--- config.mk ---
export PLATFORM = sky130hd
export DESIGN_NAME = cv32e40px_x_offload_tracker
export DESIGN_NICKNAME = d
export VERILOG_FILES = /design/src/rtl/cv32e40px_core_v_xif_pkg.sv /design/src/rtl/cv32e40px_x_offload_entry.sv /design/src/rtl/cv32e40px_x_offload_tracker.sv
export SDC_FILE = /design/constraint.sdc
export NUM_CORES = 1
export LEC_CHECK = 0
export BUFFER_PORTS_ARGS = -buffer_cell sky130_fd_sc_hd__buf_4
export CAP_MARGIN = 20
export CORE_MARGIN = 2
export CORE_UTILIZATION = 45
export CTS_CLUSTER_DIAMETER = 60
export DETAILED_ROUTE_END_ITERATION = 10
export PLACE_DENSITY = 0.62
export SYNTH_ARGS = -nofsm -noshare
export SYNTH_HDL_FRONTEND = slang
export SYNTH_HIERARCHICAL = 1
export SYNTH_SLANG_ARGS = --single-unit
--- constraint.sdc ---
create_clock -name clk_i -period 4.6 [get_ports clk_i]
set_clock_uncertainty 0.05 [all_clocks]
set_input_delay 0.92 -clock clk_i [delete_from_list [all_inputs] [get_ports clk_i]]
set_output_delay 0.92 -clock clk_i [all_outputs]
set_load 0.1 [all_outputs]
--- src/rtl/cv32e40px_core_v_xif_pkg.sv ---
// Shared types for the X-interface offload tracker: per-entry state and stored fields,
// plus the helper that turns one entry into its pending-write register mask.
package cv32e40px_core_v_xif_pkg;

  typedef enum logic [1:0] {
    ENTRY_FREE      = 2'd0,
    ENTRY_ISSUED    = 2'd1,
    ENTRY_COMMITTED = 2'd2
  } entry_state_e;

  typedef struct packed {
    entry_state_e state;
    logic [4:0]   rd;
    logic         writeback;
    logic         dualwrite;
    logic         loadstore;
  } entry_t;

  // x0 is never a real destination, so its bit is forced clear
  function automatic logic [31:0] entry_wr_mask(entry_t e, logic dual_en);
    logic [31:0] m;
    m = '0;
    if (e.state != ENTRY_FREE) begin
      if (e.writeback) m[e.rd] = 1'b1;
      if (dual_en && e.dualwrite) m[e.rd | 5'd1] = 1'b1;
    end
    m[0] = 1'b0;
    return m;
  endfunction

endpackage

--- src/rtl/cv32e40px_x_offload_entry.sv ---
// One slot of the outstanding-offload table: lifecycle state, stored offload ID
// and the destination/kind fields captured at allocation.
module cv32e40px_x_offload_entry
  import cv32e40px_core_v_xif_pkg::*;
#(
  parameter int ID_WIDTH = 4
) (
  input  logic                clk_i,
  input  logic                rst_i,
  input  logic                alloc_i,
  input  logic [ID_WIDTH-1:0] alloc_id_i,
  input  logic [4:0]          alloc_rd_i,
  input  logic                alloc_writeback_i,
  input  logic                alloc_dualwrite_i,
  input  logic                alloc_loadstore_i,
  input  logic                commit_i,
  input  logic                kill_i,
  input  logic                free_i,
  output entry_t              entry_o,
  output logic [ID_WIDTH-1:0] id_o
);

  entry_t              entry_d, entry_q;
  logic [ID_WIDTH-1:0] id_d, id_q;

  // A result retiring the entry wins over a commit landing in the same cycle
  always_comb begin
    entry_d = entry_q;
    id_d    = id_q;
    if (alloc_i) begin
      entry_d.state     = ENTRY_ISSUED;
      entry_d.rd        = alloc_rd_i;
      entry_d.writeback = alloc_writeback_i;
      entry_d.dualwrite = alloc_dualwrite_i;
      entry_d.loadstore = alloc_loadstore_i;
      id_d              = alloc_id_i;
    end else if (free_i) begin
      entry_d.state = ENTRY_FREE;
    end else if (commit_i && entry_q.state == ENTRY_ISSUED) begin
      entry_d.state = kill_i ? ENTRY_FREE : ENTRY_COMMITTED;
    end
  end

  always_ff @(posedge clk_i) begin
    if (rst_i) begin
      entry_q <= '0;
      id_q    <= '0;
    end else begin
      entry_q <= entry_d;
      id_q    <= id_d;
    end
  end

  assign entry_o = entry_q;
  assign id_o    = id_q;

endmodule

--- src/rtl/cv32e40px_x_offload_tracker.sv ---
// Tracks offloaded instructions from issue to result: register scoreboard, hazard lookup,
// load/store count. CV32E40PX_XIF_COMMIT_KILL_EN makes commit+kill free an issued entry.
module cv32e40px_x_offload_tracker
  import cv32e40px_core_v_xif_pkg::*;
#(
  parameter int NUM_ENTRIES = 4,
  parameter int ID_WIDTH    = 4,
  parameter int X_DUALWRITE = 0,
  localparam int CNT_W      = $clog2(NUM_ENTRIES + 1)
) (
  input  logic                 clk_i,
  input  logic                 rst_i,
  input  logic                 issue_valid_i,
  input  logic                 issue_ready_i,
  input  logic                 issue_accept_i,
  input  logic                 issue_writeback_i,
  input  logic                 issue_dualwrite_i,
  input  logic                 issue_loadstore_i,
  input  logic [4:0]           issue_rd_i,
  output logic [ID_WIDTH-1:0]  issue_id_o,
  output logic                 full_o,
  output logic                 empty_o,
  input  logic                 commit_valid_i,
  input  logic [ID_WIDTH-1:0]  commit_id_i,
  input  logic                 commit_kill_i,
  input  logic                 result_valid_i,
  input  logic [ID_WIDTH-1:0]  result_id_i,
  input  logic [1:0]           result_we_i,
  output logic                 result_err_o,
  input  logic                 mem_done_i,
  output logic [CNT_W-1:0]     mem_outstanding_o,
  input  logic [2:0][4:0]      rs_addr_i,
  output logic [2:0]           rs_busy_o,
  output logic [31:0]          scoreboard_o
);

  localparam int IDX_W = $clog2(NUM_ENTRIES);

  entry_t [NUM_ENTRIES-1:0]               entries;
  logic   [NUM_ENTRIES-1:0][ID_WIDTH-1:0] entry_ids;

  logic [ID_WIDTH-1:0] issue_id_d, issue_id_q;
  logic [CNT_W-1:0]    mem_d, mem_q;
  logic                err_d, err_q;
  logic [IDX_W-1:0]    issue_slot, res_slot, cmt_slot;
  logic                alloc, res_hit, cmt_hit, kill_en, kill_ls, mem_underflow;
  logic [CNT_W:0]      mem_avail;
  logic                unused_inputs;

  // result_we_i carries writeback detail the tracker does not need
  assign unused_inputs = ^{result_we_i, commit_kill_i};

`ifdef CV32E40PX_XIF_COMMIT_KILL_EN
  assign kill_en = commit_kill_i;
`else
  assign kill_en = 1'b0;
`endif

  assign issue_slot = issue_id_q[IDX_W-1:0];
  assign res_slot   = result_id_i[IDX_W-1:0];
  assign cmt_slot   = commit_id_i[IDX_W-1:0];

  assign full_o  = entries[issue_slot].state != ENTRY_FREE;
  assign alloc   = issue_valid_i & issue_ready_i & issue_accept_i & ~full_o;
  assign res_hit = result_valid_i && entries[res_slot].state != ENTRY_FREE
                   && entry_ids[res_slot] == result_id_i;
  assign cmt_hit = commit_valid_i && entry_ids[cmt_slot] == commit_id_i;
  assign kill_ls = cmt_hit && kill_en && entries[cmt_slot].state == ENTRY_ISSUED
                   && entries[cmt_slot].loadstore;

  for (genvar g = 0; g < NUM_ENTRIES; g++) begin : g_entry
    cv32e40px_x_offload_entry #(.ID_WIDTH(ID_WIDTH)) u_entry (
      .clk_i             (clk_i),
      .rst_i             (rst_i),
      .alloc_i           (alloc && issue_slot == IDX_W'(g)),
      .alloc_id_i        (issue_id_q),
      .alloc_rd_i        (issue_rd_i),
      .alloc_writeback_i (issue_writeback_i),
      .alloc_dualwrite_i (issue_dualwrite_i),
      .alloc_loadstore_i (issue_loadstore_i),
      .commit_i          (cmt_hit && cmt_slot == IDX_W'(g)),
      .kill_i            (kill_en),
      .free_i            (res_hit && res_slot == IDX_W'(g)),
      .entry_o           (entries[g]),
      .id_o              (entry_ids[g])
    );
  end

  // mem_done_i with nothing left to retire is dropped and reported as an error
  always_comb begin
    mem_avail     = {1'b0, mem_q} + {{CNT_W{1'b0}}, alloc & issue_loadstore_i}
                    - {{CNT_W{1'b0}}, kill_ls};
    mem_underflow = mem_done_i && (mem_avail == '0);
    mem_d         = mem_avail[CNT_W-1:0]
                    - {{(CNT_W-1){1'b0}}, mem_done_i & ~mem_underflow};
    issue_id_d    = issue_id_q + {{(ID_WIDTH-1){1'b0}}, alloc};
    err_d         = (result_valid_i & ~res_hit) | mem_underflow;
  end

  always_ff @(posedge clk_i) begin
    if (rst_i) begin
      issue_id_q <= '0;
      mem_q      <= '0;
      err_q      <= 1'b0;
    end else begin
      issue_id_q <= issue_id_d;
      mem_q      <= mem_d;
      err_q      <= err_d;
    end
  end

  always_comb begin
    scoreboard_o = '0;
    empty_o      = 1'b1;
    for (int i = 0; i < NUM_ENTRIES; i++) begin
      scoreboard_o = scoreboard_o | entry_wr_mask(entries[i], X_DUALWRITE != 0);
      if (entries[i].state != ENTRY_FREE) empty_o = 1'b0;
    end
  end

  always_comb begin
    rs_busy_o = '0;
    for (int i = 0; i < 3; i++) rs_busy_o[i] = scoreboard_o[rs_addr_i[i]];
  end

  assign issue_id_o        = issue_id_q;
  assign mem_outstanding_o = mem_q;
  assign result_err_o      = err_q;

endmodule

# Yosys cells after proc, flatten, opt, wreduce, memory -nomap -nowiden
# Cells that the tools add are included.
[word_totals]
output_inout_bits = 45
input_bits = 42
reg_bits = 64
wordCells = 164
[classes]
muxes = 46
n_reduce_logical = 42
eq_ne = 15
bitwise_logic = 13
add_sub_neg = 3
magnitude_cmp = 14
[ops]
columns = ["operator", "count"]
rows = [
  ["32-bit 2-to-1 mux", 8],
  ["32-bit bitwise OR", 3],
  ["5-bit by 6-bit < comparator with 1-bit output, second input constant", 7],
  ["10-bit binary-select mux with 2-bit select", 2],
  ["1-bit logical AND", 24],
  ["1-bit 2-to-1 mux", 23],
  ["1-bit demux with 5-bit select", 4],
  ["5-bit by 1-bit >= comparator with 1-bit output, second input constant", 4],
  ["10-bit 2-to-1 mux", 2],
  ["4-bit binary-select mux with 2-bit select", 2],
  ["1-bit binary-select mux with 5-bit select", 3],
  ["2-bit by 1-bit == test with 1-bit output, second input constant", 7],
  ["2-bit == test, second input constant", 6],
  ["2-bit nonzero test", 6],
  ["3-bit nonzero test", 4],
  ["3-bit OR reduction", 4],
  ["2-bit by 3-bit < comparator with 1-bit output, second input constant", 3],
  ["4-bit == test", 2],
  ["4-bit 2-to-1 mux", 2],
  ["1-bit AND", 6],
  ["2-bit zero test", 3],
  ["3-bit by 1-bit adder with 4-bit output", 1],
  ["4-bit by 1-bit adder with 4-bit output", 1],
  ["4-bit zero test", 1],
  ["3 further kinds", 5],
]

# Depth between registers and ports, before layout
[depth]
ltp_word = 12
depth_mapped = 17
ltp_nobuf = 16

# Cells and area by module
# Netlist, hierarchy kept.
[modules_own_cells]
columns = ["mod", "area_per_inst_um2", "instances", "seq_area_each_um2", "cells_per_inst"]
rows = [
  ["cv32e40px_x_offload_tracker", 2939.1, 1, 160.2, 438],
  ["cv32e40px_x_offload_entry", 533.0, 4, 280.3, 48],
]

# Worst setup path after synthesis
# Ideal clock, no wire load.
[synth_path]
kind = "register to output"
start = "register g_entry[2].u_entry.entry_q, in the netlist g_entry[2].u_entry/entry_o[8]"
end = "output rs_busy_o[1]"
path_stages_with_launch = 8
path_buffers = 0
t_required_ns = 3.630
arrival_time_ns = 6.371
path_slack_ns = -2.741
path_cell_list = "dfxtp_1 > o21ai_2 > or2_1 > o311ai_1 > mux2i_1 > a311o_1 > a31o_1 > a311oi_1"
[synth_between]
elab_chain_len = 6
[synth_lines]
columns = ["element", "line", "text"]
rows = [
  ["start, declared", "cv32e40px_x_offload_entry.sv:23", "entry_t entry_d, entry_q;"],
  ["start signal, assigned", "cv32e40px_x_offload_entry.sv:49", "entry_q <= entry_d;"],
  ["2-bit nonzero test", "cv32e40px_core_v_xif_pkg.sv:23", "if (e.state != ENTRY_FREE) begin"],
  ["32-bit 2-to-1 mux", "cv32e40px_core_v_xif_pkg.sv:23", ""],
  ["32-bit bitwise OR (2 in series)", "cv32e40px_x_offload_tracker.sv:116", "scoreboard_o = scoreboard_o | entry_wr_mask(entries[i], X_DUALWRITE != 0);"],
  ["via scoreboard_o[5]", "cv32e40px_x_offload_tracker.sv:34", "output logic [31:0] scoreboard_o"],
  ["1-bit binary-select mux with 5-bit select", "cv32e40px_x_offload_tracker.sv:123", "for (int i = 0; i < 3; i++) rs_busy_o[i] = scoreboard_o[rs_addr_i[i]];"],
  ["1-bit 2-to-1 mux (not written as such)", "cv32e40px_x_offload_tracker.sv:123", ""],
  ["end, declared", "cv32e40px_x_offload_tracker.sv:33", "output logic [2:0] rs_busy_o,"],
]
# The timed path passes the listed nets, and every way through them passes these cells. The select of a mux whose other input is x is not followed.

# Final worst setup path
[layout_path]
start = "register g_entry[3].u_entry.entry_q, in the netlist g_entry[3].u_entry/entry_o[8]"
end = "output rs_busy_o[1]"
[layout_between]
elab_chain_len = 5
[layout_lines]
columns = ["element", "line"]
rows = [
  ["start, declared", "cv32e40px_x_offload_entry.sv:23"],
  ["start signal, assigned", "cv32e40px_x_offload_entry.sv:49"],
  ["2-bit nonzero test", "cv32e40px_core_v_xif_pkg.sv:23"],
  ["32-bit 2-to-1 mux", "cv32e40px_core_v_xif_pkg.sv:23"],
  ["32-bit bitwise OR", "cv32e40px_x_offload_tracker.sv:116"],
  ["1-bit binary-select mux with 5-bit select", "cv32e40px_x_offload_tracker.sv:123"],
  ["1-bit 2-to-1 mux (not written as such)", "cv32e40px_x_offload_tracker.sv:123"],
]
# No other way between the ends. The select of a mux whose other input is x is not followed.

==> key figures <==
Outcome
  • Run status: finished, final reports clean

Die
  • Die width: 107 µm
  • Die height: 107 µm
  • I/O pin count: 87
  • Initial Utilization: 46.5%
  • Number of placement rows: 37
  • Die outline area: 11500 µm²
  • Core area: 10300 µm²

STA
  • Top achievable clock speed: 0.230 GHz
  • Transition time at the pin with the least slew margin: 854 ps
  • Crit path setup slack, layout: 251 ps
  • Worst rel slew slack: 43.0%
  • Final-layout worst hold slack: 471 ps
  • Fin. Hold Viols: 0
  • Fraction of the cycle the final worst path needs: 94.6%
  • Setup repair after global routing missed its margin: no
  • Max-slew violation count: 0
  • Number of failing setup endpoints in the final timing report: 0
  • Final critical delay including setup and external delays: 4350 ps

Clock network
  • Clk sink count: 56
  • Total number of H-tree levels: 2
  • TritonCTS clock tree: done
  • CTS hold repair buffers: 0
  • Setup Buffers After CTS: 0
  • Total CTS buffers: 5
  • Post-cts gate resize count: 0
  • Worst-Skew Late Latency: 320 ps
  • Buffer depth of the longest clock path: 2
  • Root Buffer: sky130_fd_sc_hd__clkbuf_8
  • Clk slew on worst S/H paths: 100 ps

Final layout
  • Area Overhead vs Synth: 17.8%
  • Share of final-layout standard cells stronger than drive strength 1: 21.6%
  • Area of all placed cells without fillers: 5660 µm²
  • Multi-input logic area: 3440 µm²
  • Fillers: 1021
  • Antenna diode count: 0
  • Number of nets in the final layout: 724
  • Sequential cell area: 1120 µm²

Power and ir drop
  • Internal power: 721 µW
  • Net switching power: 396 µW
  • Reported leakage power: 2.08 nW
  • Switching portion of total power: 35.5%
  • Sequential cell fraction of total power: 46.1%
  • Pwr dens: 198 nW/µm²
  • Peak VDD IR: 0.322 mV
  • Clock share of power: 25.4%
  • Part of the total power dissipated in combinational logic: 28.5%

GRT
  • Largest net degree at the start of global routing: 57
  • Overall routing resource usage: 29.1%
  • Number of global-route vias before repair: 4784
  • Highest-utilization routing layer at the global route stage: met2
  • Number of antenna violations at the first check in global routing: 0
  • Met1 track utilization from global routing: 36.8%
  • Gr ovfl total: 0
  • Met3 track utilization from global routing: 3.45%
  • Wire length of the first global-routing pass: 25800 µm
  • Met2 usage: 48.5%

Drt
  • Routed via count: 5134
  • Number of nets with antenna violations after routing: 0
  • Total DRC errors in the routed layout: 0
  • Number of DRC violations after detailed-routing iteration 0: 384
  • Detailed Routing Iterations Pass 1: 5
  • Detail-routed net length per standard cell: 20.5 µm
  • Post-DR vias/cell: 6.31
  • Wire length reported by the detailed router: 16700 µm

Yosys
  • Mapped Area: 4800 µm²
  • Count of mapped cells out of synthesis: 606
  • Number of warning messages in the yosys log: 6
  • Post-Synthesis Mean Instance Area: 7.92 µm²

Critical path
  • Data required time at the worst endpoint: 3630 ps
  • Cell breakdown of the critical path: o211ai_1 -> o32ai_1 -> a221oi_1 -> o22ai_1 -> a211oi_1 -> o21ai_0 -> a21oi_1 -> a311oi_4 -> buf_4
  • Critical-path maximum fanout: 8
  • Top delay family on crit path: compound AO/OA/AOI/OAI gates
  • Critical-path cell with the highest stage delay: sky130_fd_sc_hd__a221oi_1
  • Type of destination of the critical path: primary output
  • Worst endpoint data arrival time: 3380 ps
  • Class of the most critical setup path: reg2out
  • Worst Path Buf+Inv: 1
  • Type of element launching the critical path: register
  • Largest stage delay on the critical path: 710 ps

Place
  • Estimated wirelength of the detail-placed design: 12900 µm
  • Placement-stage worst setup slack: 535 ps
  • Count of input and output buffers: 81
  • Routability cong.: 1.01
  • Cell area after placement: 5550 µm²

Flow run
  • Max-cap violation count: 0

Worst hold path
  • Min-Delay Path Class: reg2reg
## worst register-to-register path: cells and delay by family (launching register included)
family / cells / cell delay (ps)
XOR/XNOR: 2 / 320
AND/OR/NAND/NOR: 7 / 1340
buffers and inverters: 1 / 90
multiplexers: 1 / 330
adder cells (fa/ha/maj): 4 / 740
flip-flops: 1 / 370
AO/OA/AOI/OAI: 1 / 80
## state kept, by name (all words and copies together), names as in the netlist
register / count
g_entry.u_entry/entry_o: 32
g_entry.u_entry/id_o: 16
issue_id_o: 4
mem_outstanding_o: 3
result_err_o: 1
## placed cells by master, fill, tap and decap left out, types with 7 or more instances in the layout
master	instances
sky130_fd_sc_hd__o32ai_1	7
sky130_fd_sc_hd__a221oi_1	9
sky130_fd_sc_hd__nand3_1	9
sky130_fd_sc_hd__o211ai_1	10
sky130_fd_sc_hd__nand2b_1	16
sky130_fd_sc_hd__inv_1	28
sky130_fd_sc_hd__mux2i_1	48
sky130_fd_sc_hd__a22oi_1	10
sky130_fd_sc_hd__nor2b_1	9
sky130_fd_sc_hd__nor2_1	103
sky130_fd_sc_hd__a31oi_1	14
sky130_fd_sc_hd__nor4_1	13
sky130_fd_sc_hd__nand2_1	44
sky130_fd_sc_hd__a21oi_1	12
sky130_fd_sc_hd__nor3_1	34
sky130_fd_sc_hd__dfxtp_1	55
sky130_fd_sc_hd__mux4_2	10
sky130_fd_sc_hd__buf_4	95
sky130_fd_sc_hd__o21ai_0	10
## layout make-up
class                   count  area share (%)
multi-input cells         489            60.9
clock buffers               6            1.46
clock inverters             2           0.243
flip-flops and latches     56            19.8
inverters                  29            1.92
repair buffers             95            12.6
well taps                 136            3.01
## metrics by stage
stage	power, mW	std cells	utilization (%)	setup TNS [ps]
after floorplan	0.759	610	-	-1050
final	1.12	813	54.8	0
after detailed placement	0.844	805	53.8	0
after CTS	1.13	813	54.7	0
after global placement	0.837	805	53.8	0
after global routing	1.17	813	54.8	0
## metal layers
| metal | vias to the layer above | share of wire, % |
|---|---|---|
| li1 | 2389 | - |
| met1 | 2427 | 41 |
| met2 | 269 | 47 |
| met3 | 49 | 8.0 |
| met4 | 0 | 4.4 |
| met5 | - | 0 |
## power by group through the flow
stage | clock [mW] | sequential, mW | combinational (mW)
floorplan | 0 | 0.601 | 0.158
global placement | 0 | 0.524 | 0.314
detailed placement | 0 | 0.525 | 0.319
CTS | 0.292 | 0.514 | 0.320
global route | 0.311 | 0.516 | 0.343
finish | 0.284 | 0.515 | 0.319
## worst paths after layout
| path | start | slack, ps | endpoint | cells past startpoint |
|---|---|---|---|---|
| setup / recovery | g_entry[3].u_entry/entry_o[8] | 250 | rs_busy_o[1] | 9 |
| hold / removal | g_entry[2].u_entry/id_o[1] | 470 | g_entry[2].u_entry/id_o[1] | 2 |
| setup reg to reg | g_entry[1].u_entry/entry_o[8] | 1140 | mem_outstanding_o[2] | 16 |
| hold reg to reg | g_entry[2].u_entry/id_o[1] | 470 | g_entry[2].u_entry/id_o[1] | 2 |
No activity file was read; power rests on OpenSTA's default activity.
